==> config.mk <==
export PLATFORM = sky130hd
export DESIGN_NAME = arb_requester_flat
export DESIGN_NICKNAME = d
export VERILOG_FILES = /design/src/rtl/arb_requester_if.sv /design/src/rtl/arb_requester.sv /design/src/flat_wrapper.sv
export SDC_FILE = /design/constraint.sdc
export NUM_CORES = 1
export LEC_CHECK = 0
export BUFFER_PORTS_ARGS = -buffer_cell sky130_fd_sc_hd__buf_4
export CAP_MARGIN = 20
export CORE_ASPECT_RATIO = 1.2
export CORE_UTILIZATION = 35
export DETAILED_ROUTE_END_ITERATION = 16
export PLACE_DENSITY = 0.52
export SKIP_LAST_GASP = 1
export SYNTH_ARGS = -nofsm -noshare
export SYNTH_HDL_FRONTEND = slang
export SYNTH_SLANG_ARGS = --single-unit
==> constraint.sdc <==
create_clock -name clk -period 3 [get_ports clk]
set_input_delay 0.9 -clock clk [delete_from_list [all_inputs] [get_ports clk]]
set_output_delay 0.9 -clock clk [all_outputs]
set_load 0.02 [all_outputs]
==> src/rtl/arb_requester_if.sv <==
// Command, arbiter and beat-output signals of one arbitration client.
// The slave modport is the requester's view; master is the environment driving it.
interface arb_requester_if #(
    parameter int DW = 8,
    parameter int LW = 4
);
    logic          cmd_valid;
    logic [DW-1:0] cmd_data;
    logic [LW-1:0] cmd_len;
    logic          cmd_ready;
    logic          req;
    logic          grant;
    logic          out_valid;
    logic [DW-1:0] out_data;
    logic          out_last;
    logic          busy;
    logic          starve;

    modport master (
        output cmd_valid, cmd_data, cmd_len, grant,
        input  cmd_ready, req, out_valid, out_data, out_last, busy, starve
    );

    modport slave (
        input  cmd_valid, cmd_data, cmd_len, grant,
        output cmd_ready, req, out_valid, out_data, out_last, busy, starve
    );
endinterface

==> src/rtl/arb_requester.sv <==
// Arbiter client: queues burst commands and replays each as incrementing beats
// while granted, releasing the arbiter for one cycle between bursts.
module arb_requester #(
    parameter int DW      = 8,
    parameter int DEPTH   = 4,
    parameter int LW      = 4,
    parameter int TIMEOUT = 15
) (
    input  logic           clk,
    input  logic           rstn,
    arb_requester_if.slave bus
);
    localparam int AW = (DEPTH > 1) ? $clog2(DEPTH) : 1;
    localparam int CW = $clog2(DEPTH + 1);
    localparam int SW = $clog2(TIMEOUT + 1);

    typedef enum logic [1:0] {IDLE, REQ, GAP} state_t;

    typedef struct packed {
        logic [DW-1:0] data;
        logic [LW-1:0] len;
    } cmd_t;

    cmd_t          mem [DEPTH];
    logic [AW-1:0] wr_ptr;
    logic [AW-1:0] rd_ptr;
    logic [CW-1:0] count;
    cmd_t          head;
    logic          push;
    logic          pop;

    state_t        state;
    logic [LW-1:0] beat;
    logic [SW-1:0] wait_cnt;

    assign head          = mem[rd_ptr];
    assign bus.cmd_ready = (count != CW'(DEPTH));
    assign push          = bus.cmd_valid && bus.cmd_ready;
    assign pop           = (state == REQ) && bus.grant && (beat == head.len);
    assign bus.busy      = (state != IDLE) || (count != '0);

    // NOTE: storage is not reset; the cleared pointers and count make stale entries unreachable.
    always_ff @(posedge clk) begin
        if (push) mem[wr_ptr] <= '{data: bus.cmd_data, len: bus.cmd_len};
    end

    always_ff @(posedge clk) begin
        if (!rstn) begin
            wr_ptr <= '0;
            rd_ptr <= '0;
            count  <= '0;
        end else begin
            if (push) wr_ptr <= wr_ptr + AW'(1);
            if (pop)  rd_ptr <= rd_ptr + AW'(1);
            case ({push, pop})
                2'b10:   count <= count + CW'(1);
                2'b01:   count <= count - CW'(1);
                default: count <= count;
            endcase
        end
    end

    always_ff @(posedge clk) begin
        if (!rstn) begin
            state         <= IDLE;
            beat          <= '0;
            wait_cnt      <= '0;
            bus.req       <= 1'b0;
            bus.out_valid <= 1'b0;
            bus.out_data  <= '0;
            bus.out_last  <= 1'b0;
            bus.starve    <= 1'b0;
        end else begin
            bus.out_valid <= 1'b0;
            bus.out_last  <= 1'b0;
            case (state)
                IDLE: begin
                    if (count != '0) begin
                        state   <= REQ;
                        bus.req <= 1'b1;
                    end
                end
                REQ: begin
                    // A cycle without grant is a preemption: hold req and the beat index.
                    if (bus.grant) begin
                        bus.out_valid <= 1'b1;
                        bus.out_data  <= head.data + DW'(beat);
                        bus.out_last  <= pop;
                        if (pop) begin
                            beat    <= '0;
                            bus.req <= 1'b0;
                            state   <= GAP;
                        end else begin
                            beat <= beat + LW'(1);
                        end
                    end
                end
                GAP: begin
                    if (count != '0) begin
                        state   <= REQ;
                        bus.req <= 1'b1;
                    end else begin
                        state <= IDLE;
                    end
                end
                default: state <= IDLE;
            endcase

            if (state == REQ && !bus.grant) begin
                if (wait_cnt != SW'(TIMEOUT)) wait_cnt <= wait_cnt + SW'(1);
            end else begin
                wait_cnt <= '0;
            end

            // Sticky until served; a grant takes precedence over a saturated counter.
            if (state == REQ && bus.grant)      bus.starve <= 1'b0;
            else if (wait_cnt == SW'(TIMEOUT)) bus.starve <= 1'b1;
        end
    end
endmodule

==> src/flat_wrapper.sv <==
// flat-port wrapper written by rule: the top's interface ports become plain ports
module arb_requester_flat 
#(
    parameter int DW      = 8,
    parameter int DEPTH   = 4,
    parameter int LW      = 4,
    parameter int TIMEOUT = 15
)
  (clk, rstn, bus_cmd_valid, bus_cmd_data, bus_cmd_len, bus_grant, bus_cmd_ready, bus_req, bus_out_valid, bus_out_data, bus_out_last, bus_busy, bus_starve);
  arb_requester_if #(.DW(DW), .LW(LW)) bus_i ();
  input  logic clk;
  input  logic rstn;
  input wire logic [$bits(bus_i.cmd_valid)-1:0] bus_cmd_valid;
  input wire logic [$bits(bus_i.cmd_data)-1:0] bus_cmd_data;
  input wire logic [$bits(bus_i.cmd_len)-1:0] bus_cmd_len;
  input wire logic [$bits(bus_i.grant)-1:0] bus_grant;
  output wire logic [$bits(bus_i.cmd_ready)-1:0] bus_cmd_ready;
  output wire logic [$bits(bus_i.req)-1:0] bus_req;
  output wire logic [$bits(bus_i.out_valid)-1:0] bus_out_valid;
  output wire logic [$bits(bus_i.out_data)-1:0] bus_out_data;
  output wire logic [$bits(bus_i.out_last)-1:0] bus_out_last;
  output wire logic [$bits(bus_i.busy)-1:0] bus_busy;
  output wire logic [$bits(bus_i.starve)-1:0] bus_starve;
  assign bus_i.cmd_valid = bus_cmd_valid;
  assign bus_i.cmd_data = bus_cmd_data;
  assign bus_i.cmd_len = bus_cmd_len;
  assign bus_i.grant = bus_grant;
  assign bus_cmd_ready = bus_i.cmd_ready;
  assign bus_req = bus_i.req;
  assign bus_out_valid = bus_i.out_valid;
  assign bus_out_data = bus_i.out_data;
  assign bus_out_last = bus_i.out_last;
  assign bus_busy = bus_i.busy;
  assign bus_starve = bus_i.starve;
  arb_requester #(.DW(DW), .DEPTH(DEPTH), .LW(LW), .TIMEOUT(TIMEOUT)) u_core (.clk(clk), .rstn(rstn), .bus(bus_i));
endmodule
-- Word level (Yosys, flattened, before mapping)
Memory sizes are Yosys's and may differ from the RTL's. A register that Yosys moved wholly into a read port is not among the register bits.
Cells that the tools add are included.
Widths: inputs -> output; s select.
- bits in latches: 0
- RAM bits: 48
- output and inout bits: 14
- memories kept: 1
- logic and storage cells: 67
- memory bits (read-only): 0
- input bits: 16
- bits in registers: 29
- eq/ne operators: 12
- div/mod/pow operators: 0
- shifts and indexed selects: 0
- $lt $le $gt $ge: 0
- reductions and logical operators: 19
- mux-type cells: 16
- add/sub/neg operators: 7
- multipliers: 0
- bitwise gates (word level): 1
- memories (memory ; words ; width ; read ports ; clocked after memory_dff ; write ports ; line ; RTL):
    u_core.mem ; 4 ; 12 ; 1 ; 1 ; 1 ; arb_requester.sv:24 ; cmd_t mem [DEPTH];
- operators with widths (kind ; count):
    $mux 2 ; 5
    $add 4x1->4 const B ; 2
    $add 8x4->8 ; 1
    $mux 1 ; 7
    $ne 2x1->1 const B ; 3
    $pmux 2 s3 ; 1
    $pmux 3 s2 ; 1
    $reduce_and 2->1 ; 3
    $reduce_and 3->1 ; 2
    $reduce_bool 2->1 ; 3
    $add 2x1->2 const B ; 2
    $eq 2x1->1 const B ; 2
    $eq 2x2->1 const B ; 2
    $eq 4x4->1 ; 1
    $eq 4x4->1 const B ; 1
    $logic_and 1x1->1 ; 4
    $mux 4 ; 1
    $ne 4x4->1 const B ; 1
    $reduce_and 4->1 ; 1
    $reduce_or 2->1 ; 2
    $add 3x1->3 const B ; 1
    $ne 3x3->1 const B ; 1
    $reduce_bool 3->1 ; 1
    $sub 3x1->3 const B ; 1
    6 further kinds ; 6

-- Logic depth before layout (Yosys ltp)
Gate-level depths: netlist (run 1).
- word-level depth: 6
- gate-level depth with buffers: 12
- gate-level depth less buffers: 10

-- Worst setup path after synthesis (run 1)
Ideal clock, no wire load.
- kind: reg-to-reg
- start point: register (tool-made name)
- end point: register u_core.count[2]
- arrival time: 2.751 ns
- buffers on the path: 2
- period minus slack after synthesis: 2.822 ns
- stages on the path, launching flop included: 13
- required time: 2.929 ns
- slack: 0.178 ns
- library setup time: 0.071 ns
- cell sequence: dfxtp_1 -> buf_6 -> mux4_2 -> xnor2_1 -> nand4_1 -> buf_2 -> nor2_4 -> ha_1 -> inv_1 -> fa_1 -> xor2_1 -> or3_1 -> a21oi_1
- RTL lines (what ; line ; RTL):
    end signal, assigned ; arb_requester.sv:56 ; 2'b10: count <= count + CW'(1);
    end signal, assigned ; arb_requester.sv:57 ; 2'b01: count <= count - CW'(1);
    end signal, assigned ; arb_requester.sv:58 ; default: count <= count;
    end, declared ; arb_requester.sv:27 ; logic [CW-1:0] count;

==> results.cfg, run 1 <==
[yosys]
synth_edf_count = 48
yosysTopAreaCell = edfxtp_1
syn-num-nets = 269
synthTopCellsByCount = edfxtp_1 (48), dfxtp_1 (31), nand2_1 (21)
yosys-top-cells-area = edfxtp_1 (44%), dfxtp_1 (19%), mux4_1 (8.0%)
ys_warn_count = 0
syn_area_per_cell_sq_um = 13.7
synth_top_area_share_pct = 43.9
synth.distinct_cells = 35
synth.most_common_cell = edfxtp_1
netlist_instances = 240
synthArstFlopShare_pct = 0
ys_ff_latch = 79
seq_area_frac_synth_pct = 62.8
syn_area_sq_um = 3290
synth_ff_type = edfxtp_1

[sta]
period_minus_slack_ns = 2.75
max_slew.worst_pin.slew_ns = 0.660
finalClockSkew_ns = 0.00951
fmax_mhz = 364
hold_viol_final = 0
totalNegativeSetupSlack_ns = 0
rsz0062_at_grt = false
slew_headroom_pct = 56.0
finalMaxSlewViolations = 0
setup_viol = 0
post-route-period-util_pct = 91.6

[clocking]
root_buffer = clkbuf_8
cts_made_buffers = 9
cts.path.max_buffers = 2
postCtsSetupRepairBufs = 0
clock_latency_ns = 0.35
cts.sinks = 79
htreeDepth = 3
cts_tree = done
path_clk_slew_ns = 0.08

[global_routing]
grtUsageMet3_pct = 3.87
grt_use_met2_pct = 22.3
use_met1_pct = 15.7
grt_pass1_wl_um = 9630
grt_use_total_pct = 13.1
antenna_found_initial = 0
grt.overflow.total = 0
globalRoute.busiestLayer = met2
grt_pass1_vias = 1934
grt_max_degree = 17

[worst_setup_path]
worstPathArrival_ns = 3.02
required_ns = 3.28
cp-endpoint = u_core.count[2]
r2r_cells = 10
worstSetupPathType = reg -> reg
rrSetupSlack_ns = 0.25
rr_endpoint = u_core.count[2]
critPathLaunchType = flop
end_kind = flop
path_max_fanout = 5

[detailed_routing]
post_drt_wl_per_cell_um = 14.3
first_iter_violations = 131
vias_per_cell = 4.77
vias = 1926
dr.pass1.iters = 4
ant_nets = 0
drc = 0
wl_um = 5770

[layout]
fillers = 856
fin_nets = 308
seq_area_sq_um = 2060
utilization_pct = 42.5
multiInputGateArea_sq_um = 1140
final_area_sq_um = 3860
stdcell_count = 404
n_antenna_cell = 0
synthToLayoutAreaGrowth_pct = 17.5
drive_gt1_share_pct = 19.7

[job]
cap_violations = 0

[placement]
port_buffers = 29
placedCellCount = 388
post-dp-hpwl_um = 3950
postPlaceCellArea_sq_um = 3660
gp_congestion = 0.706

[power]
p_leak_nw = 1.38
power.density_nw_per_um2 = 589
finalPower_mw = 2.27
max-vdd-ir-drop_uv = 239

[die]
start_util_pct = 36.2
dieArea_sq_um = 9780
io_pins = 30
row_count = 38
die_h_um = 108
core_region_area_sq_um = 9080
die_w_um = 90.4

[status]
status = finished clean

[min_path]
hold_class = reg -> reg
==> metal layers <==
metal / vias to the layer above / wire, um
li1: 969 / -
met1: 925 / 2690
met2: 28 / 2870
met3: 4 / 161
met4: 0 / 46
met5: - / 0
==> state kept, by name, summed over array words and instances, names as in the netlist, 2 cells and up, named ones only <==
signal / cells
u_core.wr_ptr: 2
u_core.beat: 4
u_core.count: 3
u_core.state: 2
u_core.wait_cnt: 4
u_core.mem: 48
u_core.rd_ptr: 2
u_core.bus.out_data: 8
==> worst max-delay path, cell delays in order, from the launching register on <==
cell,delay [ns]
dfxtp_2,0.41
mux4_1,0.59
xnor2_1,0.17
nand4_1,0.18
nor2_4,0.12
ha_1,0.18
inv_1,0.06
fa_1,0.37
xor2_1,0.15
or3_1,0.30
a21oi_1,0.14
==> kinds of logic (layout without fill, tap and decap cells) <==
family / Yosys count / count (layout) / synth area share [%]
and+or+nand+nor: 68 / 68 / 9.86
AOI/OAI and AO/OA: 34 / 34 / 6.05
DFF: 79 / 79 / 62.8
adders and majority gates: 13 / 13 / 5.41
xor gates and xnor gates: 12 / 12 / 3.20
muxes: 15 / 15 / 10.3
buffers and inverters: 19 / 63 / 2.44
==> how the worst min path moves through the flow <==
| stage | start | to | cells past startpoint |
|---|---|---|---|
| final | u_core.bus.out_data[2] | u_core.bus.out_data[2] | 2 |
| after CTS | u_core.bus.out_data[2] | u_core.bus.out_data[2] | 2 |
| after floorplan | u_core.rd_ptr[1] | flop | 2 |
| after global placement | u_core.bus.out_data[0] | u_core.bus.out_data[0] | 2 |
| after global routing | u_core.bus.out_data[2] | u_core.bus.out_data[2] | 2 |
| after detailed placement | u_core.bus.out_data[2] | u_core.bus.out_data[2] | 2 |
==> timing repair <==
item,CTS,global route
resized for setup,0,1
hold buffers,0,0
endpoints found under the setup margin,0,1
==> where the power goes <==
| part | internal [mW] | switching, mW | leakage, nW | total (mW) |
|---|---|---|---|---|
| combinational | 0.105 | 0.142 | 0.592 | 0.247 |
| clock | 0.385 | 0.402 | 0.0918 | 0.787 |
| sequential | 1.21 | 0.0282 | 0.693 | 1.24 |
| total | 1.70 | 0.572 | 1.38 | 2.27 |
==> metrics by stage <==
stage / hold slack, ns / worst slack (ns)
global route: 0.481 / 0.0618
CTS: 0.462 / 0.119
finish: 0.457 / 0.253
floorplan: 0.453 / 0.178
global placement: 0.449 / 0.260
detailed placement: 0.451 / 0.166
==> area by class of cell <==
class / instances / area share, %
clock inverters: 7 / 1.88
inverters: 12 / 1.17
repair buffers: 35 / 6.80
clock buffers: 9 / 3.21
flip-flops and latches: 79 / 53.4
multi-input cells: 142 / 29.6
well taps: 120 / 3.89
==> placed cells by master, fill, tap and decap left out, types with 3 or more instances in the layout <==
cell / Yosys / final
edfxtp_1: 48 / 48
buf_4: 0 / 35
dfxtp_1: 31 / 30
nand2_1: 21 / 21
nor2_1: 17 / 17
a21oi_1: 13 / 13
inv_1: 12 / 12
ha_1: 11 / 11
mux4_1: 10 / 10
clkbuf_8: 0 / 9
xnor2_1: 8 / 8
o21ai_0: 8 / 8
nor3_1: 7 / 7
nand3_1: 6 / 6
a211oi_1: 6 / 6
and3_1: 5 / 5
xor2_1: 4 / 4
a31oi_1: 4 / 4
mux2i_1: 3 / 3
Note: power is estimated with default switching activity, not from simulation.
==> run 2, diff against run 1 <==
--- a/config.mk
+++ b/config.mk
@@ -8,9 +8,9 @@
 export BUFFER_PORTS_ARGS = -buffer_cell sky130_fd_sc_hd__buf_4
 export CAP_MARGIN = 20
 export CORE_ASPECT_RATIO = 1.2
-export CORE_UTILIZATION = 35
+export CORE_UTILIZATION = 45
 export DETAILED_ROUTE_END_ITERATION = 16
-export PLACE_DENSITY = 0.52
+export PLACE_DENSITY = 0.64
 export SKIP_LAST_GASP = 1
 export SYNTH_ARGS = -nofsm -noshare
 export SYNTH_HDL_FRONTEND = slang
==> run 2 against run 1 <==
Effect of this change: critical path depth unchanged; non-clock buffer count down 2; first-iteration DRC count down 2.3%; global-route usage up 2.9 points; die area down 22%; sequential cell count unchanged; clock skew about the same; highest routed layer unchanged; design area down 1.8%; clock power down 9.5%.
==> results.cfg, run 2 (same netlist as run 1, synthesis figures left out) <==
[status]
status = finished clean

[layout]
synthToLayoutAreaGrowth_pct = 15.3
n_antenna_cell = 0
fillers = 595
reg.largest.list = u_core.mem x48, u_core.bus.out_data x8
final_common_cell = edfxtp_1
fin_nets = 306
drive_gt1_share_pct = 19.1
final_cell_mix = edfxtp_1 (48), buf_4 (33), dfxtp_1 (30)
largest_register_ffs = 48
regMostFlops = u_core.mem

[worst_setup_path]
end_kind = flop
required_ns = 3.27
critPathLaunchType = flop
cp_slowest_stage_delay_ns = 0.58
slowest_stage = mux4_1
worstSetupPathType = reg -> reg
cp_cell_sequence = mux4_1 > xnor2_1 > nand4_1 > nor2_4 > ha_1 > inv_1 > fa_1 > xor2_1 > or3_1 > a21oi_1
path_max_fanout = 5
worstPathArrival_ns = 3.07

[global_routing]
antenna_found_initial = 0
grt_use_total_pct = 16.0
grt_max_degree = 23
grt_pass1_wl_um = 8740
grt_pass1_vias = 1820
grt.overflow.total = 0

[placement]
port_buffers = 29
post-dp-hpwl_um = 3780
gp_congestion = 0.744

[min_path]
hp-start = u_core.bus.out_data[4]
hold_class = reg -> reg

[clocking]
path_clk_slew_ns = 0.08
cts_made_buffers = 9
postCtsSetupRepairBufs = 0
cts.path.max_buffers = 2
cts.sinks = 79
cts_tree = done
htreeDepth = 3
clock_latency_ns = 0.35
root_buffer = clkbuf_8
postCtsHoldBufs = 0

[detailed_routing]
dr.pass1.iters = 4
post_drt_wl_per_cell_um = 14.8
vias_per_cell = 5.18
vias = 1911
ant_nets = 0
drc = 0
wl_um = 5440
first_iter_violations = 128

[sta]
finalMaxSlewViolations = 0
fmax_mhz = 358
max_slew.worst_pin.slew_ns = 0.669
rsz0062_at_grt = false
totalNegativeSetupSlack_ns = 0
hold_viol_final = 0
period_minus_slack_ns = 2.80
slew_headroom_pct = 55.4
post-route-period-util_pct = 93.2
setup_viol = 0
finalClockSkew_ns = 0.00904

[power]
max-vdd-ir-drop_uv = 304
power.density_nw_per_um2 = 580
p_leak_nw = 1.36
finalPower_mw = 2.20

[die]
start_util_pct = 47.4
die_h_um = 95.6
dieArea_sq_um = 7650
die_w_um = 80.0
row_count = 33
core_region_area_sq_um = 6940
io_pins = 30

[job]
cap_violations = 0
## run 2: cell types whose count changed in the layout (fill, tap and decap cells not counted), sizes merged
| cell | change |
|---|---|
| buf | -2 |
| bufinv | -1 |
| inv | +1 |
## run 2: per-stage QoR
stage | util [%] | instances | hold WS (ns) | setup slack, ns | cell area [sq um]
floorplan | - | 240 | 0.453 | 0.178 | 3290
global placement | 52.0 | 353 | 0.443 | 0.191 | 3610
detailed placement | 52.0 | 353 | 0.446 | 0.116 | 3610
CTS | 54.6 | 369 | 0.457 | 0.0865 | 3790
global route | 54.6 | 369 | 0.493 | 0.0100 | 3790
finish | 54.6 | 369 | 0.455 | 0.203 | 3790
## run 2: repair_timing
item	in CTS	in global routing
endpoints found under the setup margin	0	1
endpoints found under the hold margin	0	0
gates resized for setup	0	1
## run 2: layout make-up
type | instances | area [sq um] | area share, %
Clock buffer | 9 | 124 | 3.27
Tap cell | 87 | 109 | 2.87
Clock inverter | 7 | 57.6 | 1.52
Inverter | 12 | 45.0 | 1.19
Multi-Input combinational cell | 142 | 1140 | 30.2
Timing Repair Buffer | 33 | 248 | 6.54
Sequential cell | 79 | 2060 | 54.4
## run 2: layer usage
layer	global-route usage [%]	part of all wire, %	wire [um]
met5	0	0	0
met4	8.48	1.2	63
met3	4.11	3.4	184
met2	26.1	49	2650
met1	19.6	47	2540
## run 2: critical path: cells and delay by family (launching register included)
family	cells	cell delay [ns]
flip-flops	1	0.40
XOR/XNOR	2	0.31
multiplexers	1	0.58
adder cells (fa/ha/maj)	2	0.57
buffers and inverters	1	0.06
AND/OR/NAND/NOR	3	0.66
AO/OA/AOI/OAI	1	0.14
## run 2: where the power goes
group / leakage (nW) / total (mW) / internal, mW / switching, mW
sequential: 0.693 / 1.24 / 1.21 / 0.0282
combinational: 0.582 / 0.244 / 0.104 / 0.140
clock: 0.0824 / 0.712 / 0.308 / 0.404
total: 1.36 / 2.20 / 1.62 / 0.572
## run 2: worst paths after layout
path,end,slack (ns),cells after the start
worst max register to register,u_core.count[2],0.20,10
worst max-delay path,u_core.count[2],0.20,10
worst min register to register,u_core.bus.out_data[4],0.45,2
worst min-delay path,u_core.bus.out_data[4],0.45,2
==> run 3, diff against run 2 <==
--- a/config.mk
+++ b/config.mk
@@ -5,12 +5,13 @@
 export SDC_FILE = /design/constraint.sdc
 export NUM_CORES = 1
 export LEC_CHECK = 0
-export BUFFER_PORTS_ARGS = -buffer_cell sky130_fd_sc_hd__buf_4
+export BUFFER_PORTS_ARGS = -buffer_cell sky130_fd_sc_hd__buf_2
 export CAP_MARGIN = 20
 export CORE_ASPECT_RATIO = 1.2
 export CORE_UTILIZATION = 45
 export DETAILED_ROUTE_END_ITERATION = 16
 export PLACE_DENSITY = 0.64
+export RECOVER_POWER = 100
 export SKIP_LAST_GASP = 1
 export SYNTH_ARGS = -nofsm -noshare
 export SYNTH_HDL_FRONTEND = slang
==> run 3 against run 2 <==
Effect of this change: wire length rose by 4.2%; critical path depth did not move; critical endpoint unchanged; clock skew barely moved; largest cell class unchanged; via count rose by 2.3%; die area did not move.
==> results.cfg, run 3 (same netlist as run 1, synthesis figures left out) <==
[worst_setup_path]
path_max_fanout = 6
r2r_cells = 10
cp_slowest_stage_delay_ns = 0.58
worstSetupPathType = reg -> reg
cp_cell_sequence = mux4_1 > xnor2_1 > nand4_1 > nor2_4 > ha_1 > inv_1 > fa_1 > xor2_1 > or3_1 > a21oi_1
slowest_stage = mux4_1
rrSetupSlack_ns = 0.19
critPathLaunchType = flop
required_ns = 3.28
worstPathArrival_ns = 3.09
rr_endpoint = u_core.count[2]
end_kind = flop

[sta]
finalClockSkew_ns = 0.00867
slew_headroom_pct = 53.5
rsz0062_at_grt = false
max_slew.worst_pin.slew_ns = 0.697
hold_viol_final = 0
finalMaxSlewViolations = 0
fmax_mhz = 356
totalNegativeSetupSlack_ns = 0
setup_viol = 0
period_minus_slack_ns = 2.81
post-route-period-util_pct = 93.6

[die]
die_w_um = 80.0
die_h_um = 95.6
dieArea_sq_um = 7650
io_pins = 30
start_util_pct = 47.4
row_count = 33
core_region_area_sq_um = 6940

[detailed_routing]
post_drt_wl_per_cell_um = 15.2
vias_per_cell = 5.25
wl_um = 5670
ant_nets = 0
drc = 0
vias = 1954
dr.pass1.iters = 4
first_iter_violations = 89

[layout]
largest_register_ffs = 48
utilization_pct = 53.3
synthToLayoutAreaGrowth_pct = 12.5
fin_nets = 309
regMostFlops = u_core.mem
final_common_cell = edfxtp_1
n_antenna_cell = 0
final_cell_mix = edfxtp_1 (48), dfxtp_1 (30), clkbuf_1 (29)
drive_gt1_share_pct = 9.47
reg.largest.list = u_core.mem x48, u_core.bus.out_data x8

[clocking]
cts_made_buffers = 9
root_buffer = clkbuf_8
path_clk_slew_ns = 0.09
cts.sinks = 79
cts.path.max_buffers = 2
cts_tree = done
htreeDepth = 3
clock_latency_ns = 0.35

[global_routing]
antenna_found_initial = 0
grt_max_degree = 23
grt_pass1_wl_um = 8780
grt.overflow.total = 0
grt_use_total_pct = 15.9
grt_pass1_vias = 1814

[placement]
gp_congestion = 0.737
post-dp-hpwl_um = 3840
port_buffers = 29

[min_path]
hp-start = u_core.bus.out_data[2]
min_to = u_core.bus.out_data[2]
min_path_cells = 2
hold_class = reg -> reg

[power]
max-vdd-ir-drop_uv = 300
power.density_nw_per_um2 = 590
p_leak_nw = 1.26

[job]
cap_violations = 0

[status]
status = finished clean
==> run 3: area by class of cell <==
class,count,area [sq um]
multi-input cells,142,1140
flip-flops and latches,79,2060
clock inverters,7,55.1
fillers,608,3240
well taps,87,109
repair buffers,36,156
clock buffers,9,124
inverters,12,45.0
==> run 3: stage by stage <==
| step | hold WS (ns) | area (sq um) | std cells | total power, mW | worst slack (ns) |
|---|---|---|---|---|---|
| detailed placement | 0.447 | 3540 | 354 | 1.50 | 0.0808 |
| global placement | 0.439 | 3540 | 354 | 1.49 | 0.163 |
| global route | 0.478 | 3700 | 372 | 2.27 | 0.0240 |
| CTS | 0.460 | 3720 | 370 | 2.20 | 0.0449 |
| floorplan | 0.453 | 3290 | 240 | 1.42 | 0.178 |
| finish | 0.457 | 3700 | 372 | 2.18 | 0.193 |
==> run 3: power breakdown <==
part,internal [mW],switching [mW]
clock network,0.307,0.410
logic,0.0800,0.141
registers,1.21,0.0277
==> run 3: worst max path at each step <==
stage	endpoint	slack, ns	cells after the start
after CTS	u_core.count[2]	0.04	10
after floorplan	u_core.count[2]	0.18	12
final	u_core.count[2]	0.19	10
after global placement	u_core.count[2]	0.16	10
after detailed placement	u_core.count[2]	0.08	10
after global routing	u_core.count[2]	0.02	10
==> run 3: critical path: cells and delay by family (launching register included) <==
family                   cells  cell delay (ns)
AND/OR/NAND/NOR              3             0.68
multiplexers                 1             0.58
adder cells (fa/ha/maj)      2             0.57
flip-flops                   1             0.41
XOR/XNOR                     2             0.31
AO/OA/AOI/OAI                1             0.13
buffers and inverters        1             0.06
==> run 3: timing repair <==
action	in CTS	in global routing
setup buffers	0	2
hold buffers	0	0
setup endpoints to repair	0	1
gates resized for setup	0	1
hold endpoints to repair	0	0
==> run 3: layer usage <==
metal	track usage, %	share of wire (%)	vias to the layer above
met5	0	0	-
met4	8.93	2.0	0
met3	3.25	2.9	9
met2	26.1	48	31
met1	19.6	47	941
li1	-	-	973
